===== src/rtl/vic_wb.sv =====
// Four-channel vectored interrupt controller: raises virq, answers the CPU's
// istb vector fetch with a fixed-priority vector and acks the granted device.
module vic_wb #(
    parameter logic [15:0] VEC0     = 16'o000060,
    parameter logic [15:0] VEC1     = 16'o000064,
    parameter logic [15:0] VEC2     = 16'o000100,
    parameter logic [15:0] VEC3     = 16'o000220,
    parameter logic [15:0] SPUR_VEC = 16'o000000
) (
    input  logic        wb_clk_i,
    input  logic        wb_rst_i,
    input  logic [3:0]  irq,
    output logic [3:0]  irq_ack,
    output logic        virq,
    input  logic        istb,
    output logic [15:0] ivec,
    output logic        iack
);

    typedef enum logic [1:0] {
        IDLE  = 2'd0,
        REQ   = 2'd1,
        ACK   = 2'd2,
        GUARD = 2'd3
    } state_t;

    state_t state;

    // Lowest index wins; no request pending yields the spurious vector.
    function automatic logic [15:0] pick_vec(input logic [3:0] req);
        if (req[0])      return VEC0;
        else if (req[1]) return VEC1;
        else if (req[2]) return VEC2;
        else if (req[3]) return VEC3;
        else             return SPUR_VEC;
    endfunction

    function automatic logic [3:0] pick_grant(input logic [3:0] req);
        return req & (~req + 4'd1);
    endfunction

    always_ff @(posedge wb_clk_i) begin
        if (wb_rst_i) begin
            state   <= IDLE;
            virq    <= 1'b0;
            iack    <= 1'b0;
            ivec    <= 16'o0;
            irq_ack <= 4'b0;
        end else begin
            irq_ack <= 4'b0;
            case (state)
                IDLE: begin
                    if (|irq) begin
                        state <= REQ;
                        virq  <= 1'b1;
                    end
                end
                REQ: begin
                    if (istb) begin
                        state   <= ACK;
                        virq    <= 1'b0;
                        iack    <= 1'b1;
                        ivec    <= pick_vec(irq);
                        irq_ack <= pick_grant(irq);
                    end else if (irq == 4'b0) begin
                        state <= IDLE;
                        virq  <= 1'b0;
                    end
                end
                ACK: begin
                    if (!istb) begin
                        state <= GUARD;
                        iack  <= 1'b0;
                        ivec  <= 16'o0;
                    end
                end
                GUARD: begin
                    // One dead cycle lets the acked device drop its level.
                    state <= IDLE;
                end
                default: state <= IDLE;
            endcase
        end
    end

endmodule


===== config.mk =====
export PLATFORM = sky130hd
export DESIGN_NAME = vic_wb
export DESIGN_NICKNAME = d
export VERILOG_FILES = /design/src/rtl/vic_wb.sv
export SDC_FILE = /design/constraint.sdc
export NUM_CORES = 1
export LEC_CHECK = 0
export CAP_MARGIN = 20
export CORE_MARGIN = 2
export CORE_UTILIZATION = 41
export CTS_BUF_LIST = sky130_fd_sc_hd__clkbuf_8
export DETAILED_ROUTE_END_ITERATION = 12
export PLACE_DENSITY_LB_ADDON = 0.3
export SETUP_SLACK_MARGIN = 0.3
export SYNTH_ARGS = -nofsm -noshare
export SYNTH_HDL_FRONTEND = slang
export SYNTH_SLANG_ARGS = --single-unit

===== constraint.sdc =====
create_clock -name wb_clk_i -period 1.4 [get_ports wb_clk_i]
set_input_delay 0.14 -clock wb_clk_i [delete_from_list [all_inputs] [get_ports wb_clk_i]]
set_output_delay 0.14 -clock wb_clk_i [all_outputs]
set_load 0.01 [all_outputs]

==> results.py <==
metrics = {
    "worst_setup_path": {
        "crit_family": "flip-flops",
        "crit_cells": 4,
        "crit_path_start_kind": "flop",
        "crit_buf_inv": 1,
        "crit_arrival_ns": 1.26,
        "max_stage_delay_ns": 0.36,
        "critPathCaptureType": "flop",
        "path_cells": "buf_6 > nor3b_4 > nor3_4 > a32o_1",
        "required_ns": 1.53,
        "cp_slowest_cell": "dfxtp_4",
        "critPathKind": "flop to flop",
        "path_max_fanout": 5,
        "reg2reg_depth": 4,
    },
    "finish": {
        "utilization_pct": 60.6,
        "antenna_cells": 0,
        "syn2layout_area_growth_pct": 43.2,
        "final_nets": 100,
        "final_layout_size_suffix_gt1_share_pct": 28.3,
    },
    "placement": {
        "portBuffers": 17,
        "dp_slack_ns": -0.0898,
        "place.gp.congestion": 0.758,
        "hpwl_um": 852,
    },
    "clocking": {
        "cts_hold_buf": 0,
        "cts.sinks": 13,
        "cts_tree": "done",
        "clk_path_buf_depth": 2,
        "clkLatencyLatePin_ns": 0.24,
        "h-tree-depth": 1,
        "path_clk_slew_ns": 0.05,
        "cts_buffers": 3,
        "clock-root-buffer": "clkbuf_8",
    },
    "synthesis": {
        "synthCells": 61,
        "synth_top_area_share_pct": 41.8,
        "synth_cell_type_count": 26,
        "synth-seq-cells": 13,
        "yosys.area.top_type": "dfxtp_1",
        "synth_area_um2": 623,
        "yosysWarnings": 0,
        "synth_area_leaders": "dfxtp_1 (42%), buf_4 (14%), nand4bb_4 (4.4%)",
        "avgSynthCellArea_um2": 10.2,
        "ys_seq_area_share_pct": 41.8,
    },
    "die": {
        "core-area_mm2": 0.00147,
        "dieArea_mm2": 0.00185,
        "die_w_um": 43.0,
        "start_util_pct": 42.3,
        "boundaryPins": 29,
        "fp.dieH_um": 43.0,
        "num_rows": 14,
    },
    "timing": {
        "min_period_ns": 1.13,
        "skew_ns": 0.00102,
        "fmax_mhz": 881,
        "final.period_utilization_pct": 81.1,
        "setup_violations": 0,
        "setup_ws_ns": 0.265,
        "final-hold-violation-count": 0,
        "slew_viol_final": 0,
        "rsz0062_at_grt": "true",
    },
    "power": {
        "p_sw_mw": 0.224,
        "clockPowerShare_pct": 35.2,
        "leakage_nw": 0.458,
        "p_comb_share_pct": 19.8,
        "seqPwrFrac_pct": 45.0,
        "power_density_mw_per_mm2": 1010,
        "vdd_drop_max_mv": 0.785,
        "p_int_mw": 0.681,
        "sw_frac_of_total_pct": 24.7,
    },
    "grt": {
        "grt_usage_pct": 14.4,
        "overflow": 0,
        "met2_usage_pct": 23.3,
        "grt_pass1_wl_mm": 1.99,
        "antenna_found_initial": 0,
        "grt_pass1_vias": 469,
        "use_met3_pct": 4.26,
        "grt_max_degree": 9,
        "use_met1_pct": 17.9,
        "busiest_layer": "met2",
    },
    "detailed_routing": {
        "post_drt_wl_per_cell_um": 10.4,
        "via_per_inst": 4.55,
        "vias": 491,
        "post-route-drc-count": 0,
        "drt-pass1-iter-count": 2,
        "drt_iter0_drc": 1,
        "postRouteAntennaNets": 0,
        "wirelength_mm": 1.12,
    },
    "flow_run": {
        "cap_violations": 0,
    },
    "run_status": {
        "status": "finished clean",
    },
    "hold_path": {
        "min_path_type": "primary input to flop",
        "hold_path_depth": 3,
    },
}
## placed cells by master (no fill, tap or decap), drive strengths merged, types with 3 or more instances in the layout
cell type,Yosys,layout
a21oi,6,6
a21o,3,3
dfxtp,13,13
conb,1,11
dlygate4sd2,0,15
clkbuf,0,3
o21ai,3,3
buf,13,13
nor2,5,5
## flip-flops by register name, indices dropped and copies added, names as in the netlist, named ones only
signal and count:
iack 1, irq_ack 4, ivec 5, state 1, virq 1
## tightest hold or removal path: cells and delay by family
family | cells | cell delay, ns
buffers and inverters | 2 | 0.34
AND/OR/NAND/NOR | 1 | 0.05
## timing repair
item | in CTS | in global routing
gates resized for setup | 20 | 0
setup endpoints to repair | 22 | 6
pin swaps | 7 | 6
buffers inserted | 4 | 0
## cells in the mapped netlist
master,n
nand4bb_4,1
a21oi_1,5
buf_6,1
and2b_1,1
inv_1,1
nor3_4,1
a21oi_2,1
nor3b_2,2
nand2b_1,1
o2bb2ai_1,1
and2_1,1
and3_1,1
conb_1,1
or4_4,1
a32o_1,1
nor2_1,5
o21ai_1,1
and3b_2,1
nand2_1,1
buf_4,12
nor3_1,1
dfxtp_1,13
a21o_1,3
o21a_1,1
nor4_2,1
o21ai_0,2
## final timing paths
kind | startpoint | endpoint | slack, ns
min reg2reg | ivec[2] | ivec[2] | 0.45
max | state[0] | ivec[6] | 0.27
min | irq[0] | irq_ack[3] | 0.35
max reg2reg | state[0] | ivec[6] | 0.27
## stage by stage
stage	instance area [µm²]	setup TNS [ns]	instances	power [mW]	hold WS [ns]
floorplan	667	0	71	0.529	0.209
global placement	823	-0.167	100	0.585	0.438
detailed placement	823	-0.368	100	0.587	0.443
CTS	892	0	108	0.913	0.341
global route	892	0	108	0.960	0.350
finish	892	0	108	0.904	0.345
## final cells by class
type,count,area [µm²]
clock inverter,1,3.75
sequential,13,265
clock buffer,3,41.3
inverter,1,3.75
multi-input combinational,44,302
timing repair buffer,30,256
tap,16,20.0
fill,138,579
## power groups by stage
stage	Sequential [mW]	Combinational [mW]	Clock [mW]
final	0.406	0.179	0.318
after global routing	0.410	0.199	0.351
after CTS	0.406	0.181	0.326
after detailed placement	0.416	0.171	0
after global placement	0.415	0.170	0
after floorplan	0.415	0.115	0
## per-layer routing
metal	up-vias	wire length (µm)	part of all wire, %
met5	-	0	0
met4	0	0	0
met3	0	73	6.5
met2	14	563	50
met1	223	484	43
li1	254	-	-
## logic make-up after synthesis
logic type	share of synthesized area, %
simple gates	25.1
other cells	0.602
flops	41.8
buf+inv	16.9
compound gates	15.7
Power figures use the tool's default switching activity.
